## src/rtl/keycode_report_encoder.sv

```systemverilog
// Turns five raw game buttons into a 4-slot, 32-bit HID-style keycode report.
// Pipeline: 2-flop sync -> per-button debounce -> ordered slot list -> valid/ready report register.
module keycode_report_encoder #(
   parameter int unsigned DEBOUNCE_CYCLES = 16,
   parameter logic [7:0]  KEY_P1_DIVE     = 8'h1A,
   parameter logic [7:0]  KEY_P1_KICK     = 8'h04,
   parameter logic [7:0]  KEY_P2_DIVE     = 8'h16,
   parameter logic [7:0]  KEY_P2_KICK     = 8'h07,
   parameter logic [7:0]  KEY_START       = 8'h2C
) (
   input  logic        Clk,
   input  logic        Reset,
   input  logic [4:0]  btn_in,
   input  logic        report_ready,
   output logic [31:0] keycode,
   output logic        report_valid,
   output logic        overflow
);

   localparam int unsigned     CNT_W    = $clog2(DEBOUNCE_CYCLES);
   localparam logic [CNT_W-1:0] CNT_LAST = CNT_W'(DEBOUNCE_CYCLES - 1);

   function automatic logic [7:0] key_of(input logic [2:0] idx);
      case (idx)
         3'd0:    key_of = KEY_P1_DIVE;
         3'd1:    key_of = KEY_P1_KICK;
         3'd2:    key_of = KEY_P2_DIVE;
         3'd3:    key_of = KEY_P2_KICK;
         3'd4:    key_of = KEY_START;
         default: key_of = 8'h00;
      endcase
   endfunction

   logic [4:0]            sync1_q, sync1_d;
   logic [4:0]            sync2_q, sync2_d;
   logic [4:0]            stable_q, stable_d;
   logic [4:0][CNT_W-1:0] cnt_q, cnt_d;
   logic [3:0][7:0]       slot_q, slot_d;
   logic [2:0]            count_q, count_d;
   logic [4:0]            listed_q, listed_d;
   logic [31:0]           keycode_q, keycode_d;
   logic                  report_valid_q, report_valid_d;
   logic                  overflow_q, overflow_d;

   logic [4:0] remove_mask, append_mask;
   logic       rm_hit, add_hit;
   logic [2:0] rm_idx, add_idx;
   int         rm_pos;

   // Synchroniser and debounce: stable follows synced only after a full run of disagreement.
   always_comb begin
      sync1_d  = btn_in;
      sync2_d  = sync1_q;
      stable_d = stable_q;
      cnt_d    = '0;
      for (int i = 0; i < 5; i++) begin
         if (sync2_q[i] != stable_q[i]) begin
            if (cnt_q[i] == CNT_LAST) stable_d[i] = sync2_q[i];
            else                      cnt_d[i]    = cnt_q[i] + 1'b1;
         end
      end
   end

   always_comb begin
      remove_mask = listed_q & ~stable_q;
      append_mask = stable_q & ~listed_q;
      rm_hit  = 1'b0;
      add_hit = 1'b0;
      rm_idx  = 3'd0;
      add_idx = 3'd0;
      // Scan downwards so the lowest index wins.
      for (int i = 4; i >= 0; i--) begin
         if (remove_mask[i]) begin
            rm_hit = 1'b1;
            rm_idx = 3'(i);
         end
         if (append_mask[i]) begin
            add_hit = 1'b1;
            add_idx = 3'(i);
         end
      end
      rm_pos = 0;
      for (int j = 0; j < 4; j++) begin
         if ((slot_q[j] == key_of(rm_idx)) && (3'(j) < count_q)) rm_pos = j;
      end
   end

   // One reconcile action per cycle: removal beats append, keeping the list contiguous.
   always_comb begin
      slot_d   = slot_q;
      count_d  = count_q;
      listed_d = listed_q;
      if (rm_hit) begin
         for (int j = 0; j < 3; j++) begin
            if (j >= rm_pos) slot_d[j] = slot_q[j+1];
         end
         slot_d[3]        = 8'h00;
         count_d          = count_q - 3'd1;
         listed_d[rm_idx] = 1'b0;
      end else if (add_hit && (count_q < 3'd4)) begin
         slot_d[count_q[1:0]] = key_of(add_idx);
         count_d              = count_q + 3'd1;
         listed_d[add_idx]    = 1'b1;
      end
   end

   always_comb begin
      overflow_d     = (|append_mask) & (count_q == 3'd4);
      keycode_d      = keycode_q;
      report_valid_d = report_valid_q;
      // A stalled report is frozen; once free, publish the latest list if it differs.
      if (!(report_valid_q && !report_ready)) begin
         if (slot_q != keycode_q) begin
            keycode_d      = slot_q;
            report_valid_d = 1'b1;
         end else begin
            report_valid_d = 1'b0;
         end
      end
   end

   // NOTE: state uses non-blocking assignments so every flop samples pre-edge values;
   // reset is synchronous, so it is only tested inside the clocked branch.
   always_ff @(posedge Clk) begin
      if (Reset) begin
         sync1_q        <= '0;
         sync2_q        <= '0;
         stable_q       <= '0;
         cnt_q          <= '0;
         slot_q         <= '0;
         count_q        <= '0;
         listed_q       <= '0;
         keycode_q      <= '0;
         report_valid_q <= 1'b0;
         overflow_q     <= 1'b0;
      end else begin
         sync1_q        <= sync1_d;
         sync2_q        <= sync2_d;
         stable_q       <= stable_d;
         cnt_q          <= cnt_d;
         slot_q         <= slot_d;
         count_q        <= count_d;
         listed_q       <= listed_d;
         keycode_q      <= keycode_d;
         report_valid_q <= report_valid_d;
         overflow_q     <= overflow_d;
      end
   end

   assign keycode      = keycode_q;
   assign report_valid = report_valid_q;
   assign overflow     = overflow_q;

endmodule

```

## config.mk

```make
export PLATFORM = sky130hd
export DESIGN_NAME = keycode_report_encoder
export DESIGN_NICKNAME = d
export VERILOG_FILES = /design/src/rtl/keycode_report_encoder.sv
export SDC_FILE = /design/constraint.sdc
export NUM_CORES = 1
export LEC_CHECK = 0
export BUFFER_PORTS_ARGS = -buffer_cell sky130_fd_sc_hd__clkbuf_2
export CORE_ASPECT_RATIO = 1.5
export CORE_MARGIN = 2
export CORE_UTILIZATION = 43
export DETAILED_ROUTE_END_ITERATION = 7
export SLEW_MARGIN = 20
export SYNTH_ARGS = -nofsm -noshare
export SYNTH_HDL_FRONTEND = slang
export SYNTH_SLANG_ARGS = --single-unit
```

## constraint.sdc

```tcl
create_clock -name Clk -period 2.7 [get_ports Clk]
set_clock_uncertainty 0.2 [all_clocks]
set_input_delay 0.27 -clock Clk [delete_from_list [all_inputs] [get_ports Clk]]
set_output_delay 0.27 -clock Clk [all_outputs]
set_load 0.1 [all_outputs]
```

==> results.cfg <==
[synth]
syn_avg_cell_area_um2 = 9.23
synth-seq-cells = 97
yosys_warnings = 0
ys_async_sr_fraction = 0
ys.flop_type = dfxtp_1
synthesis.area_um2 = 4860
synth_edf_count = 0
synth_cell_type_count = 72
synth.top_cell.area_share = 0.399
yosysTopAreaCell = dfxtp_1
synth_cells = 527
synthTopCellsByArea = dfxtp_1 (40%), mux2i_1 (7.6%), nor2_1 (6.5%), xor2_1 (4.3%), xnor2_1 (4.0%)
seq_area_frac_synth = 0.399

[min_path]
hold_class = in2reg
hold-path-endpoint = report_valid$_SDFFE_PP0N_
min_from = report_ready
hold_depth = 3

[global_routing]
overflow = 0
grt_use_total = 0.209
antenna_found_initial = 0
grt_pass1_wl_mm = 19.8
grt_pass1_vias = 3842
grt_start_max_net_pins = 66

[floorplan]
core_region_area_um2 = 11100
die_h_um = 134
die_w_um = 90.8
die_area_um2 = 12200
io_pins = 42
rows = 47
start_util = 0.440

[timing]
setup_violations = 0
finalSetupTns_ns = 0
finalHoldViolCount = 0
fin_crit_sh = 0.954
rsz0062_at_grt = false
slew_violations = 0
slew_headroom = 0.563
period_minus_slack_ns = 2.58
worst_pin_slew_ns = 0.647
clock.fmax_ghz = 0.388
worst_slack_ns = 0.125

[power]
ir_worst_vdd_mv = 0.319
p_leak_nw = 2.66
power.density_nw_per_um2 = 492
power_mw = 2.85

[drt]
highest_layer = met4
viasPerCell = 5.30
wl_per_cell_um = 17.0
wl_mm = 12.5
vias = 3917
ant_nets = 0
dr.pass1.iters = 4
drt_iter0_markers = 162
wl_met1_mm = 4.76
wl_met3_um = 415
remaining_drc_errors = 0
met2_length_mm = 6.66

[cts]
cts.sinks = 97
cts_buffers = 9
clkTransAtPathRegs_ns = 0.06
cts_htree_levels = 3
insertion_delay_ns = 0.34
clockBufferDepth = 2
cts_tree = done
cts_root_buffer = clkbuf_16

[worst_setup_path]
required_ns = 2.73
path_class = reg2reg
slowest_stage = dfxtp_1
start_kind = register
path_cells = and2b_4 > o21ai_0 > a211oi_1 > o2111a_1 > a311oi_4 > buf_4 > mux2_4
cp_data_arrival_time_ns = 2.60
ff2ff_setup_slack_ns = 0.12
worst-path-max-fanout = 7
end_kind = register
r2r_end = slot_q[4]$_SDFFE_PP0P_
r2r_cells = 7
r2r_start = stable_q[3]$_SDFFE_PP0P_
max_stage_delay_ns = 0.44

[placed_design]
routabilityCongestion = 0.891
hpwl_mm = 9.63
placedCellCount = 715
dp_slack_ns = -0.0592
port_buffers = 37

[final_layout]
layout.cells.most_common = nor2_1
final_nets = 605
drive_gt1_frac = 0.243
fin_cells = 739
num_antenna_cells = 0
mostFrequentLayoutCells = nor2_1 (84), dfxtp_1 (82), mux2i_1 (37), clkbuf_2 (37), buf_4 (37)
multi_input_area_um2 = 2710
n_fill_cell = 1073
seqCellArea_um2 = 1960
area_growth_pct = 19.2

[status]
status = complete, no violations

[flow_run]
maxCapViolCount = 0
-- critical path, delay by kind of cell, from the launching register on --
family                 cells  cell delay [ns]
buffers and inverters      1             0.20
flip-flops                 1             0.44
AO/OA/AOI/OAI              4             1.06
AND/OR/NAND/NOR            1             0.26
multiplexers               1             0.30
-- cells by family after synthesis --
family                   after synthesis  share of synthesized area
flip-flops                            97                      0.399
XOR/XNOR                              46                     0.0828
buffers and inverters                 48                     0.0499
other                                  1                   0.000771
AND/OR/NAND/NOR                      202                      0.213
AO/OA/AOI/OAI                         81                      0.136
adder cells (fa/ha/maj)                9                     0.0231
multiplexers                          43                     0.0947
-- worst max path at each step --
stage | slack, ns | from | endpoint | cells past startpoint
CTS | 0.05 | stable_q[1]$_SDFFE_PP0P_ | slot_q[4]$_SDFFE_PP0P_ | 7
detailed placement | -0.06 | listed_q[1]$_SDFFE_PP0N_ | slot_q[2]$_SDFFE_PP0P_ | 8
finish | 0.12 | stable_q[3]$_SDFFE_PP0P_ | slot_q[4]$_SDFFE_PP0P_ | 7
floorplan | 0.02 | keycode[1]$_SDFFE_PP0P_ | keycode[7]$_SDFFE_PP0P_ | 9
global route | 0.02 | listed_q[1]$_SDFFE_PP0N_ | slot_q[4]$_SDFFE_PP0P_ | 9
global placement | -0.04 | stable_q[1]$_SDFFE_PP0P_ | slot_q[2]$_SDFFE_PP0P_ | 8
-- power breakdown --
part           switching (mW)  internal [mW]
clock                   0.534          0.803
combinational          0.0534         0.0202
sequential            0.00425           1.44
-- through the flow --
stage,hold WS (ns),cell area (um^2),util
3_3_place_gp,0.216,5390,0.488
4_1_cts,0.0330,5770,0.522
6_report,0.0349,5800,0.525
5_1_grt,0.0323,5800,0.525
2_1_floorplan,0.198,4890,-
3_5_place_dp,0.220,5390,0.488
-- routing by layer --
metal / global-route usage / vias up
met2: 0.392 / 85
met4: 0.135 / 0
met5: 0 / -
met1: 0.213 / 1849
met3: 0.0331 / 34
li1: - / 1949
-- synth_stat cells, drive strengths merged, types with 2 or more instances --
| cell type | number |
|---|---|
| nand3 | 15 |
| a311oi | 3 |
| o221a | 8 |
| or3 | 6 |
| and2 | 2 |
| a41oi | 2 |
| nand2 | 19 |
| mux2 | 6 |
| nor3b | 4 |
| nand4 | 6 |
| a221oi | 2 |
| nand2b | 13 |
| mux2i | 37 |
| a211oi | 3 |
| a2bb2oi | 5 |
| clkbuf | 14 |
| nor4 | 7 |
| xnor2 | 22 |
| a21oi | 11 |
| buf | 22 |
| a2111oi | 3 |
| o311ai | 2 |
| ha | 9 |
| nor2b | 24 |
| dfxtp | 97 |
| inv | 12 |
| and3 | 5 |
| o22ai | 2 |
| xor2 | 24 |
| nor2 | 85 |
| nor3 | 11 |
| o21ai | 16 |
| a31oi | 8 |
| o21a | 2 |
| o31ai | 3 |
-- state kept, by name (all words and copies together) (netlist names) --
register / flops
slot_q: 26
sync2_q: 5
stable_q: 5
sync1_q: 5
keycode: 26
report_valid: 1
listed_q: 5
overflow: 1
count_q: 3
cnt_q: 20
-- layout make-up --
| class | count | share of cell area |
|---|---|---|
| clock buffer | 9 | 0.0388 |
| clock inverter | 6 | 0.0145 |
| sequential | 97 | 0.338 |
| multi-input combinational | 385 | 0.467 |
| inverter | 12 | 0.00777 |
| timing repair buffer | 83 | 0.102 |
| tap | 147 | 0.0317 |
-- timing repair --
action	CTS	global route
hold buffers	5	0
gates resized for setup	0	5
endpoints found under the setup margin	6	15
pin swaps	1	2
buffers inserted	2	2
hold endpoints to repair	5	0
Power figures use the tool's default switching activity.
